==> src/rtl/avalon_st_pkg.sv <==
// Shared types and helpers for the Avalon-ST source: FSM state encoding,
// default bus geometry and the byte-length to beat-count conversion.
package avalon_st_pkg;

  typedef enum logic {
    IDLE = 1'b0,
    SEND = 1'b1
  } state_e;

  localparam int AST_WIDTH   = 64;
  localparam int AST_SYMBOLS = AST_WIDTH / 8;

  // Number of beats needed to carry len bytes, rounding a partial word up.
  function automatic int unsigned bytes_to_beats(input int unsigned len,
                                                 input int unsigned symbols = AST_SYMBOLS);
    return (len + symbols - 1) / symbols;
  endfunction

endpackage

==> src/rtl/avalon_st_source.sv <==
// Avalon-ST packet transmitter: captures up to MAX_BEATS words on start and
// streams them out with sop/eop/empty under ready backpressure (readyLatency 0).
module avalon_st_source
  import avalon_st_pkg::*;
#(
  parameter int WIDTH       = AST_WIDTH,
  parameter int EMPTY_WIDTH = $clog2(WIDTH / 8),
  parameter int MAX_BEATS   = 4,
  parameter int LEN_WIDTH   = $clog2(MAX_BEATS * WIDTH / 8 + 1)
) (
  input  logic                             clk,
  input  logic                             rst,
  input  logic                             start,
  input  logic [MAX_BEATS-1:0][WIDTH-1:0]  pkt_data,
  input  logic [LEN_WIDTH-1:0]             pkt_len,
  output logic                             busy,
  output logic                             done,
  output logic                             err,
  output logic [WIDTH-1:0]                 data,
  output logic                             valid,
  input  logic                             ready,
  output logic                             sop,
  output logic                             eop,
  output logic [EMPTY_WIDTH-1:0]           empty,
  output state_e                           dbg_state
);

  localparam int SYMBOLS = WIDTH / 8;
  localparam int IDX_W   = (MAX_BEATS > 1) ? $clog2(MAX_BEATS) : 1;
  localparam logic [LEN_WIDTH-1:0] MAX_LEN = LEN_WIDTH'(MAX_BEATS * SYMBOLS);

  // Handshake: a beat moves on a rising edge with valid && ready. Once valid
  // is raised, data/sop/eop/empty stay frozen until that beat is accepted.

  state_e                          r_state;
  state_e                          w_next;
  logic [MAX_BEATS-1:0][WIDTH-1:0] r_words;
  logic [IDX_W-1:0]                r_idx;
  logic [IDX_W-1:0]                r_last;
  logic [EMPTY_WIDTH-1:0]          r_empty;
  logic [WIDTH-1:0]                r_data;
  logic                            r_done;
  logic                            r_err;

  logic                            w_len_ok;
  logic                            w_capture;
  logic                            w_xfer;
  logic                            w_eop;
  logic [IDX_W-1:0]                w_idx_nxt;
  int unsigned                     w_beats;
  logic [LEN_WIDTH-1:0]            w_empty_full;

  assign w_len_ok     = (pkt_len != '0) && (pkt_len <= MAX_LEN);
  assign w_capture    = (r_state == IDLE) && start && w_len_ok;
  assign w_xfer       = (r_state == SEND) && ready;
  assign w_eop        = (r_idx == r_last);
  assign w_idx_nxt    = r_idx + IDX_W'(1);
  assign w_beats      = bytes_to_beats(32'(pkt_len), SYMBOLS);
  // Padding bytes on the last beat; the difference always fits in LEN_WIDTH.
  assign w_empty_full = LEN_WIDTH'(w_beats * SYMBOLS) - pkt_len;

  assign data      = r_data;
  assign done      = r_done;
  assign err       = r_err;
  assign dbg_state = r_state;

  always_ff @(posedge clk or posedge rst) begin
    if (rst) r_state <= IDLE;
    else     r_state <= w_next;
  end

  always_comb begin
    w_next = r_state;
    case (r_state)
      IDLE:    if (w_capture) w_next = SEND;
      SEND:    if (w_xfer && w_eop) w_next = IDLE;
      default: w_next = IDLE;
    endcase
  end

  always_comb begin
    valid = 1'b0;
    busy  = 1'b0;
    sop   = 1'b0;
    eop   = 1'b0;
    empty = '0;
    if (r_state == SEND) begin
      valid = 1'b1;
      busy  = 1'b1;
      sop   = (r_idx == '0);
      eop   = w_eop;
      empty = w_eop ? r_empty : '0;
    end
  end

  always_ff @(posedge clk or posedge rst) begin
    if (rst) begin
      r_words <= '0;
      r_idx   <= '0;
      r_last  <= '0;
      r_empty <= '0;
      r_data  <= '0;
      r_done  <= 1'b0;
      r_err   <= 1'b0;
    end else begin
      r_done <= w_xfer && w_eop;
      r_err  <= (r_state == IDLE) && start && !w_len_ok;
      if (w_capture) begin
        r_words <= pkt_data;
        r_idx   <= '0;
        r_last  <= IDX_W'(w_beats - 1);
        r_empty <= EMPTY_WIDTH'(w_empty_full);
        r_data  <= pkt_data[0];
      end else if (w_xfer && !w_eop) begin
        // data is registered so it keeps the eop word once valid drops
        r_idx  <= w_idx_nxt;
        r_data <= r_words[w_idx_nxt];
      end
    end
  end

endmodule

==> config.mk <==
export PLATFORM = sky130hd
export DESIGN_NAME = avalon_st_source
export DESIGN_NICKNAME = d
export VERILOG_FILES = /design/src/rtl/avalon_st_pkg.sv /design/src/rtl/avalon_st_source.sv
export SDC_FILE = /design/constraint.sdc
export NUM_CORES = 1
export LEC_CHECK = 0
export ABC_AREA = 1
export CORE_AREA = 10 10 234 214
export CTS_BUF_LIST = sky130_fd_sc_hd__clkbuf_8
export DETAILED_ROUTE_END_ITERATION = 10
export DIE_AREA = 0 0 244 224
export GPL_ROUTABILITY_DRIVEN = 1
export SYNTH_ARGS = -nofsm -noshare
export SYNTH_HDL_FRONTEND = slang
export SYNTH_SLANG_ARGS = --single-unit
==> constraint.sdc <==
create_clock -name clk -period 14.1 [get_ports clk]
set_clock_uncertainty 0.15 [all_clocks]
set_input_delay 1.41 -clock clk [delete_from_list [all_inputs] [get_ports clk]]
set_output_delay 1.41 -clock clk [all_outputs]
set_load 0.01 [all_outputs]
==> summary.md <==
After floorplanning, the core was sized to cover 45000 um2. The worst-case IR drop observed on VDD is 0.1323 mV. The analysis attributes to net switching a power of 1.788 mW. The run finished with clean final reports. The final worst-path cycle share came out at 0.3681. The slowest stage of the critical path is the buf_4 cell. The min-delay analysis places its worst path in the category register to register. Post-cts repair resize count: 0. The run gives 0 as the max-slew violation count.

The start of the worst register-to-register path is r_idx[0]$_DFFE_PP0P_. The tools report the total setup violations reported at the end of the flow as 0. Leading cell type in the layout, fill and taps excluded: nand2_1.

At the later pin of the worst-skew pair, clock insertion delay measures 640 ps. The largest single stage delay on the critical path is 850 ps. Clock tree synthesis inserted a total of 58 buffers.

The complex-gate fraction of the synthesized area is 0.08768, and the number of max-cap violations is 0. The length of routed met2 wiring is 23910 um. The number of distinct library cells after synthesis was 22. The total of hold buffers inserted after clock tree synthesis was 0; the via density per instance was 4.834. The first-pass iteration count of the detailed router came out at 7. The most frequent cell on the critical path was nand2_1.

The tools report the leakage power summed over all cells as 10.08 nW. Summed over all layers, the global routing overflow is 0. The synthesized-area fraction occupied by adder cells is 0.001604.

The ratio of cells with drive above 1 in the final layout was 0.04346. In this run, synthesis produced a sequential element count of 330. The internal power of the cells totals 2.596 mW. The portion of the post-synthesis area used by sequential elements came out at 0.5294. The detailed router used layers up to and including met5.

CTS built an H-tree with a depth of 2. For the worst setup path, the data arrival time is 5610 ps. The count of antenna diodes in the layout was 0; the synthesized netlist cell count was 2040. The slew at the pin closest to its max-slew limit came out at 1161 ps. The run gives 0.3466 as the effective utilization at floorplan.

The worst path in the final design needs a cycle of 5191 ps, including I/O delays and setup. The buffer levels on the longest clock path was 3; the post-route setup TNS was 0 ps. The fraction of synthesized area in multiplexers was 0; the register-to-register setup slack was 10000 ps. The tools report the total routed wirelength as 52660 um.

Counting both buffers and inverters, the worst setup path holds a total of 3. Setup repair after global routing left no endpoint under its margin. For the portion of total power attributed to combinational logic, the log shows 0.438. The global router's overall resource usage was 0.1893. Root cell of the clock tree: clkbuf_8.

The run gives 177 as the largest net degree at the start of global routing. The DRC violations left is 0. The final layout contains 2583 nets. The logs give 15600 um2 for the post-synthesis instance area and 0.8067 for the last weighted congestion value of the routability-driven placer. Switching part of the total: 0.4079. The y dimension of the die is 224 um, and the via count is 14280. The relative max-transition margin is 0.2258. The run gives 82860 um as the wire length of the first global-routing pass.

The tightest hold margin was 327.3 ps. In this run the horizontal extent of the chip is 244 um. The run gives 4332 um as the total met3 wirelength after detailed routing. The logs give 0.369 for the portion of total power attributed to sequential cells and 0 for the remaining number of nets flagged by the antenna check after routing. The average instance in the mapped netlist occupies 7.646 um2. The average wire per standard cell came out at 17.82 um. After clock tree synthesis, the clock-pin slew on the worst setup and hold paths is 60 ps. The tools report the DRC violation total after the first TritonRoute iteration as 957.

The floorplan row count was 74; the simple-gate share of the synthesized area was 0.2894. The worst hold path begins at r_words[199]$_DFFE_PP0P_. Input and output buffers added on the ports amount to 339. Walking the worst path, the cells encountered are clkdlybuf4s50_1, nor2_1, nand3_4, nand3_4, buf_4, buf_4, nand2_1, nand2_1, nand2_1, nand2_1. The run gives 0 as the buffers inserted during post-CTS setup optimization. The tree built by TritonCTS fans out to 330 sinks.

After synthesis, the largest family of logic cells by area is simple AND/OR/NAND/NOR gates. Number of global-route vias before repair: 14650. The number of cells on the worst hold path came out at 2. The worst setup path is launched from an input pin. Share of the synthesized netlist area taken by xor and xnor gates: 0. Yosys printed 0 warnings.

The path with the worst hold slack has its endpoint at r_words[199]$_DFFE_PP0P_. STA puts the critical path data required time at 14520 ps. Dividing total power by cell area gives a power density of 216.2 nW/um2.

The die covers 54660 um2. The portion of total power attributed to the clock network was 0.193. The worst register-to-register path ends at data[12]$_DFFE_PP0P_. The post-synthesis net count came out at 2308. The gate family responsible for the most delay along the worst path was buffers and inverters. Of all nets on the critical path, the largest fanout is 88.

TritonCTS built the clock tree. The number of antenna violations at the first check in global routing was 7. Leaving out fill and tap cells, the most frequent cells in the layout are nand2_1 (965), clkdlybuf4s50_1 (339), dfrtp_1 (329), inv_1 (199), o21ai_0 (164). Relative to the synthesized area, the layout overhead comes to 30.01%.

The I/O pin count is 340. The fill cell total of the finished layout is 4529. The worst register-to-register path has a depth of 10. The worst setup path is captured at a register. The HPWL reported at the end of detailed placement was 33760 um. Critical path class: input pin to register. After detailed routing, the wire length on met1 is 23390 um.

The timing-limited maximum frequency was 0.1927 GHz. The run gives 0 as the number of endpoints with negative hold slack in the final report.
[sequential cells by signal, summed over array words and instances, names as in the netlist]
signal	count
r_words	256
data	64
r_empty	3
r_idx	2
r_last	2
dbg_state	1
done	1
err	1
[cell families (layout without fill, tap and decap cells)]
logic type                 Yosys count  count (layout)
and+or+nand+nor                   1142            1142
buffers and inverters              325             632
AOI/OAI and AO/OA                  241             241
adders and majority gates            2               2
DFF                                330             330
[stage by stage]
step	worst slack [ps]	power, mW	cell area, um2	utilization	cells
after floorplan	3400	2.903	15600	-	2040
after detailed placement	8404	3.569	19200	0.4267	2863
after global routing	8715	4.791	20280	0.4506	2955
final	8909	4.384	20280	0.4506	2955
after CTS	8952	4.442	20280	0.4506	2955
after global placement	8460	3.529	19200	0.4267	2863
[routing by layer]
metal | vias up | global-route usage
met4 | 12 | 0.05045
met5 | - | 0
met1 | 6851 | 0.2492
met2 | 454 | 0.3001
li1 | 6886 | -
met3 | 81 | 0.05401
[worst reg2reg max path, stage by stage (launching register included)]
cell	delay (ps)
dfrtp_4	870
buf_4	910
nand2_1	150
nand2_1	110
inv_1	40
nand2_1	90
nand2_1	150
nand2_4	180
clkinv_2	910
nand2_1	340
nand2_1	90
[how the worst max path moves through the flow]
stage | startpoint | to | slack (ps) | depth (start not counted)
6_report | pkt_len[3] | data[47]$_DFFE_PP0P_ | 8910 | 10
5_1_grt | pkt_len[0] | data[47]$_DFFE_PP0P_ | 8710 | 11
4_1_cts | r_idx[0]$_DFFE_PP0P_ | empty[0] | 8950 | 7
3_5_place_dp | pkt_len[3] | data[2]$_DFFE_PP0P_ | 8400 | 10
3_3_place_gp | pkt_len[0] | data[59]$_DFFE_PP0P_ | 8460 | 11
2_1_floorplan | rst | data[0]$_DFFE_PP0P_ | 3400 | 1
[synth_stat cells (all sizes together)]
| master | n | area share |
|---|---|---|
| buf | 91 | 0.036 |
| inv | 189 | 0.045 |
| a21oi | 1 | 0.00032 |
| o21ai | 175 | 0.056 |
| ha | 2 | 0.0016 |
| nand4 | 63 | 0.025 |
| dfrtp | 330 | 0.53 |
| clkbuf | 45 | 0.011 |
| nand2 | 967 | 0.23 |
| o22ai | 1 | 0.00040 |
| o211ai | 63 | 0.030 |
| nand3 | 49 | 0.016 |
| nand3b | 1 | 0.00048 |
| a21boi | 1 | 0.00048 |
| nor2 | 62 | 0.015 |
[power by group through the flow]
stage               clock (mW)  sequential (mW)  combinational (mW)
floorplan                    0             1.60                1.31
CTS                      0.871             1.62                1.95
finish                   0.847             1.62                1.92
detailed placement           0             1.63                1.94
global route             0.912             1.67                2.21
global placement             0             1.62                1.91
[area by class of cell]
| type | count | area, um2 | share of cell area |
|---|---|---|---|
| clock buffer | 72 | 991.0 | 0.04887 |
| clock inverter | 20 | 86.33 | 0.004257 |
| inverter | 189 | 728.2 | 0.03591 |
| multi-input combinational | 1385 | 5954 | 0.2936 |
| sequential | 330 | 8262 | 0.4074 |
| tap | 608 | 760.7 | 0.03751 |
| timing repair buffer | 351 | 3496 | 0.1724 |
(Power assumes the default switching activity.)
